<file path="src/rtl/alu_op_sequencer.sv">
// rtl/alu_op_sequencer.sv - issue sequencer for the ALU micro-register interface
// Fixed 4-cycle IDLE->EX1->EX2->WB op sequence with an internal register file and writeback.
`ifndef CPU_STATES
`define CPU_STATES 4
`endif
`ifndef EXECUTE1
`define EXECUTE1 1
`endif
`ifndef EXECUTE2
`define EXECUTE2 2
`endif

module alu_op_sequencer #(
  parameter int ALU_WIDTH = 8,
  parameter int NUM_REGS  = 8,
  parameter int IDLE_CODE = 0,
  localparam int RA  = $clog2(NUM_REGS),
  localparam int CSW = $clog2(`CPU_STATES)
) (
  input  logic                 sys_clk,
  input  logic                 sys_reset_n,
  input  logic                 req_valid,
  output logic                 req_ready,
  input  logic [3:0]           req_op,
  input  logic [RA-1:0]        req_rs1,
  input  logic [RA-1:0]        req_rs2,
  input  logic [RA-1:0]        req_rd,
  input  logic                 ld_en,
  input  logic [RA-1:0]        ld_addr,
  input  logic [ALU_WIDTH-1:0] ld_data,
  input  logic [RA-1:0]        dbg_raddr,
  output logic [ALU_WIDTH-1:0] dbg_rdata,
  output logic [CSW-1:0]       cpu_state,
  output logic [ALU_WIDTH-1:0] A_bus,
  output logic [ALU_WIDTH-1:0] B_bus,
  output logic                 alu_en_A_reg,
  output logic                 alu_en_B_reg,
  output logic [3:0]           alu_op,
  input  logic [ALU_WIDTH-1:0] alu_result,
  input  logic                 cc_greater,
  input  logic                 cc_equal,
  output logic                 done_valid,
  output logic [RA-1:0]        done_rd,
  output logic [ALU_WIDTH-1:0] done_data,
  output logic                 flag_greater,
  output logic                 flag_equal,
  output logic                 illegal_op
);

  localparam logic [CSW-1:0] L_IDLE = CSW'(IDLE_CODE);
  localparam logic [CSW-1:0] L_EX1  = CSW'(`EXECUTE1);
  localparam logic [CSW-1:0] L_EX2  = CSW'(`EXECUTE2);

  typedef enum logic [1:0] {S_IDLE, S_EX1, S_EX2, S_WB} state_t;

  state_t               r_state;
  logic [3:0]           r_op;
  logic [RA-1:0]        r_rd;
  logic [ALU_WIDTH-1:0] r_rf [NUM_REGS];

  logic                 w_accept;
  logic                 w_wb_write;
  logic [ALU_WIDTH-1:0] w_wb_data;
  logic [ALU_WIDTH-1:0] w_opa;
  logic [ALU_WIDTH-1:0] w_opb;

  assign req_ready  = (r_state == S_IDLE);
  assign w_accept   = req_valid && req_ready;
  // A load landing in the accept cycle is forwarded so the op sees the new value
  assign w_opa      = (ld_en && (ld_addr == req_rs1)) ? ld_data : r_rf[req_rs1];
  assign w_opb      = (ld_en && (ld_addr == req_rs2)) ? ld_data : r_rf[req_rs2];
  assign w_wb_write = (r_state == S_WB) && (r_op <= 4'd8);
  assign w_wb_data  = (r_op == 4'd0) ? '0 : alu_result;
  assign dbg_rdata  = r_rf[dbg_raddr];
  assign done_rd    = r_rd;
  assign done_data  = (r_state == S_WB) ? alu_result : '0;

  always_ff @(posedge sys_clk or negedge sys_reset_n) begin
    if (!sys_reset_n) begin
      r_state      <= S_IDLE;
      r_op         <= '0;
      r_rd         <= '0;
      cpu_state    <= L_IDLE;
      A_bus        <= '0;
      B_bus        <= '0;
      alu_op       <= '0;
      alu_en_A_reg <= 1'b0;
      alu_en_B_reg <= 1'b0;
      done_valid   <= 1'b0;
      illegal_op   <= 1'b0;
      flag_greater <= 1'b0;
      flag_equal   <= 1'b0;
    end else begin
      case (r_state)
        S_IDLE: begin
          if (w_accept) begin
            r_state      <= S_EX1;
            r_op         <= req_op;
            r_rd         <= req_rd;
            A_bus        <= w_opa;
            B_bus        <= w_opb;
            alu_op       <= req_op;
            alu_en_A_reg <= 1'b1;
            alu_en_B_reg <= 1'b1;
            cpu_state    <= L_EX1;
          end
        end
        S_EX1: begin
          r_state   <= S_EX2;
          cpu_state <= L_EX2;
        end
        S_EX2: begin
          r_state      <= S_WB;
          cpu_state    <= L_IDLE;
          alu_en_A_reg <= 1'b0;
          alu_en_B_reg <= 1'b0;
          done_valid   <= 1'b1;
          illegal_op   <= (r_op >= 4'd10);
        end
        S_WB: begin
          r_state    <= S_IDLE;
          done_valid <= 1'b0;
          illegal_op <= 1'b0;
          A_bus      <= '0;
          B_bus      <= '0;
          alu_op     <= '0;
          if (r_op == 4'd9) begin
            flag_greater <= cc_greater;
            flag_equal   <= cc_equal;
          end
        end
        default: r_state <= S_IDLE;
      endcase
    end
  end

  // Writeback is assigned last so it overrides an external load to the same entry
  always_ff @(posedge sys_clk or negedge sys_reset_n) begin
    if (!sys_reset_n) begin
      for (int i = 0; i < NUM_REGS; i++) r_rf[i] <= '0;
    end else begin
      if (ld_en) r_rf[ld_addr] <= ld_data;
      if (w_wb_write) r_rf[r_rd] <= w_wb_data;
    end
  end

endmodule

</file>
<file path="config.mk">
export PLATFORM = sky130hd
export DESIGN_NAME = alu_op_sequencer
export DESIGN_NICKNAME = d
export VERILOG_FILES = /design/src/rtl/alu_op_sequencer.sv
export SDC_FILE = /design/constraint.sdc
export NUM_CORES = 1
export LEC_CHECK = 0
export CORE_ASPECT_RATIO = 1.75
export CORE_MARGIN = 10
export CORE_UTILIZATION = 50
export CTS_CLUSTER_DIAMETER = 120
export DETAILED_ROUTE_END_ITERATION = 8
export PLACE_DENSITY = 0.89
export SLEW_MARGIN = 15
export SYNTH_ARGS = -nofsm -noshare
export SYNTH_HDL_FRONTEND = slang
export SYNTH_SLANG_ARGS = --single-unit
export TNS_END_PERCENT = 50
</file>
<file path="constraint.sdc">
create_clock -name sys_clk -period 1.9 [get_ports sys_clk]
set_input_delay 0.38 -clock sys_clk [delete_from_list [all_inputs] [get_ports sys_clk]]
set_output_delay 0.38 -clock sys_clk [all_outputs]
set_load 0.01 [all_outputs]
</file>
==> summary.md <==
| Metric | Value |
|---|---|
| Total track usage | `0.246` |
| Switch share | `0.358` |
| Synthesis-to-layout area growth | `42.5%` |
| Mux cell area share after synthesis | `0.420` |
| Post-synthesis async set-or-reset flop share | `1.00` |
| Worst skew pair latency | `0.35 ns` |
| Largest net degree at the start of global routing | `33` |
| CP top delay family | `multiplexers` |
| CTS max path bufs | `2` |
| Post-route cell area | `0.00906 mm^2` |
| Routed Antenna Nets | `0` |
| DP Worst Slack | `-0.881 ns` |
| Slew margin rel. | `0.706` |
| Comb pwr share | `0.548` |
| Cell Int Power | `8.17 mW` |
| Via count | `5366` |
| Crit-path max FO | `2` |
| Warnings from Yosys | `0` |
| GPL Wtd Cong | `0.976` |
| Non-filler instance count after layout | `877` |
| Fin Hold WS | `0.500 ns` |
| Antenna diodes | `0` |
| DP Area | `0.00849 mm^2` |
| Row count | `54` |
| Sequential area share after synthesis | `0.394` |
| XOR/XNOR Fraction of Synth Area | `0.00827` |
| Final Hold Viols | `0` |
| Most common cell in the netlist | `mux2i_1` |
| Maximum operating frequency | `489 MHz` |
| Gr ovfl total | `0` |
| R2R Path End | `B_bus[7]$_DFFE_PN0P_` |
| Crit path buf inv count | `1` |
| Clk_skew | `0.00665 ns` |
| Worst setup EP type | `primary output` |
| Final WS setup | `-0.145 ns` |
| Launch point of the worst reg-to-reg path | `r_state[0]$_DFFE_PN0P_` |
| CTS buffer count | `9` |
| Hold Path Class | `register to register` |
| Ys flop type | `dfrtp_1` |
| Port bufs | `88` |
| Core Area | `0.0125 mm^2` |
| # clock sinks | `100` |
| Power per cell area | `1410 mW/mm^2` |
| Share of layout cells above drive strength 1 | `0.395` |
| Area share of the largest cell type after synthesis | `0.394` |
| Die area | `0.0178 mm^2` |
| Largest area contributor in the netlist | `dfrtp_1` |
| Hpwl dp | `16.2 mm` |
| Commonest cells in the netlist | `mux2i_1 (145), dfrtp_1 (100), nand2_1 (53)` |
| Worst-margin pin slew | `0.442 ns` |
| Initial core utilization | `0.508` |
| Slowest-stage cell, CP | `mux4_2` |
| Fin util | `0.725` |
| Number of global-route vias before repair | `5971` |
| Top cells by area, synth | `dfrtp_1 (39%), mux2i_1 (23%), mux4_2 (17%)` |
| First-pass GRT wire length | `33.7 mm` |
| Drt wl/cell | `25.0 um` |
| Root Driver | `clkbuf_16` |
| Height of the die | `169 um` |
| R2r worst-path depth | `5` |
| H-tree depth | `3` |
| Synthesized area per cell | `12.5 um^2` |
| EDFF count, synth | `0` |
| CP peak stage delay | `0.48 ns` |
| Flop2flop setup slack | `0.01 ns` |
| Minimum clock period | `2.04 ns` |
| Biggest register | `r_rf` |
| # Max-Cap Violations | `0` |
| Clock power share | `0.152` |
| Cell Area, Synth | `0.00635 mm^2` |
| DR DRC count | `0` |
| Final WL | `21.9 mm` |
| Dpl cells | `853` |
| Cell count after synthesis | `507` |
| CTS tree | `done` |
| Vias per cell | `6.12` |
| 1st-pass router iterations | `5` |
| RSZ-0062 raised after global routing | `true` |
| Critical Path RT | `1.52 ns` |
| Failing checks | `setup timing` |
| Mapped Nets | `552` |
| Iter 0 DRT Violations | `360` |
| Setup crit end | `dbg_rdata[4]` |
| Fin crit share | `1.08` |
| Clk pin slew, worst setup/hold paths | `0.07 ns` |
| Simple-Gate Fraction of Synth Area | `0.0853` |
| Leakage power figure | `4.22 nW` |
| IO Count | `89` |
| Flops & latches, synth | `100` |
| Worst Setup Start Kind | `register` |
| Max reg flops | `64` |
| Adder-cell area share of the yosys netlist | `0.00788` |
| Post-layout nets | `750` |
| Crit path kind | `register to primary output` |
| Status | `finished with violations` |
| Instance count on the critical path | `3` |
| Worst path cell trace | `mux4_2, mux2_4, buf_6` |
| Part of the power in registers | `0.300` |
| Max Slew Vio Count | `0` |
| Worst Setup SP | `r_rf[44]$_DFF_PN0_` |
| Post-synthesis compound-gate area fraction | `0.0417` |
| Maximum VDD drop | `0.00101 V` |
| Die span in x | `105 um` |
| Net Sw Power | `4.56 mW` |
| Initial antenna violation count | `0` |
| Setup Viol. Count Final | `8` |
| Largest registers | `r_rf (64), A_bus (8), B_bus (8)` |
| Main combinational cell family by area after synthesis | `multiplexers` |
| CP arrival | `1.66 ns` |
| Post-synth cell types | `34` |
[stage by stage]
step	TNS, ns	power, mW
detailed placement	-20.40	10.3
global route	-1.48	13.4
CTS	-0.948	12.5
floorplan	0	6.99
finish	-0.847	12.7
global placement	-17.68	9.95
[cell families (layout without fill, tap and decap cells)]
| logic type | count (synthesis) | after routing |
|---|---|---|
| buffers and inverters | 61 | 263 |
| AND/OR/NAND/NOR | 98 | 98 |
| adder cells (fa/ha/maj) | 4 | 4 |
| multiplexers | 205 | 205 |
| AO/OA/AOI/OAI | 33 | 33 |
| XOR/XNOR | 6 | 6 |
| flip-flops | 100 | 100 |
[placed cells by master, fill, tap and decap left out, drive strengths merged, types with 2 or more instances in the layout]
cell	netlist	final
buf	35	161
mux2i	145	145
dfrtp	100	100
clkdlybuf4s50	0	67
nand2	53	53
mux4	48	48
clkbuf	15	17
o221ai	16	16
mux2	12	12
inv	11	11
and2	9	9
nor2	7	7
o21ai	6	6
xor2	6	6
a21oi	6	6
nor2b	5	5
or4b	4	4
ha	4	4
or4	3	3
nand4b	3	3
nor4b	3	3
nor4bb	3	3
nand2b	2	2
nor3	2	2
nand4	2	2
o41ai	2	2
clkinvlp	0	2
clkdlybuf4s15	0	2
[how the worst min path moves through the flow]
stage                         startpoint              endpoint  slack (ns)  cells after the start
global route        B_bus[4]$_DFFE_PN0P_  B_bus[4]$_DFFE_PN0P_        0.52                      2
global placement             sys_reset_n    r_rf[40]$_DFF_PN0_        0.35                      1
CTS                 B_bus[0]$_DFFE_PN0P_  B_bus[0]$_DFFE_PN0P_        0.49                      2
finish              B_bus[0]$_DFFE_PN0P_  B_bus[0]$_DFFE_PN0P_        0.50                      2
detailed placement           sys_reset_n    r_rf[36]$_DFF_PN0_        0.35                      1
floorplan                    sys_reset_n  A_bus[0]$_DFFE_PN0P_        0.08                      0
[worst register-to-register path, cell delays in order, from the launching register on]
cell and delay [ns]:
dfrtp_1 0.42, ha_2 0.21, and4b_2 0.34, or4b_1 0.49, buf_6 0.18, o221ai_1 0.17
[power by group through the flow]
stage / Clock [mW] / Sequential (mW) / Combinational [mW]
floorplan: 0 / 3.87 / 3.11
global placement: 0 / 3.75 / 6.19
detailed placement: 0 / 3.80 / 6.52
CTS: 1.97 / 3.77 / 6.79
global route: 2.03 / 3.88 / 7.48
finish: 1.94 / 3.81 / 6.98
[layer usage]
layer / GRT usage / wire length (um) / vias to the layer above / part of all wire
met1: 0.252 / 7420 / 2692 / 0.34
li1: - / - / 2303 / -
met2: 0.425 / 11300 / 265 / 0.51
met4: 0.179 / 1640 / 0 / 0.075
met3: 0.0616 / 1580 / 106 / 0.072
met5: 0 / 0 / - / 0
[area by class of cell]
type	count	area, um^2
clock inverter	3	45.0
multi-input combinational	346	3770
timing repair buffer	237	2220
fill	813	3440
sequential	100	2500
clock buffer	12	267
tap	168	210
inverter	11	41.3
[timing repair]
action                                  CTS  global route
pin swaps                                 0             1
setup buffers                             6             1
endpoints found under the setup margin   24            62
gates cloned                              1             0
endpoints found under the hold margin    24             0
resized for setup                        86            39
hold buffers                              1             0
(Power assumes the default switching activity.)
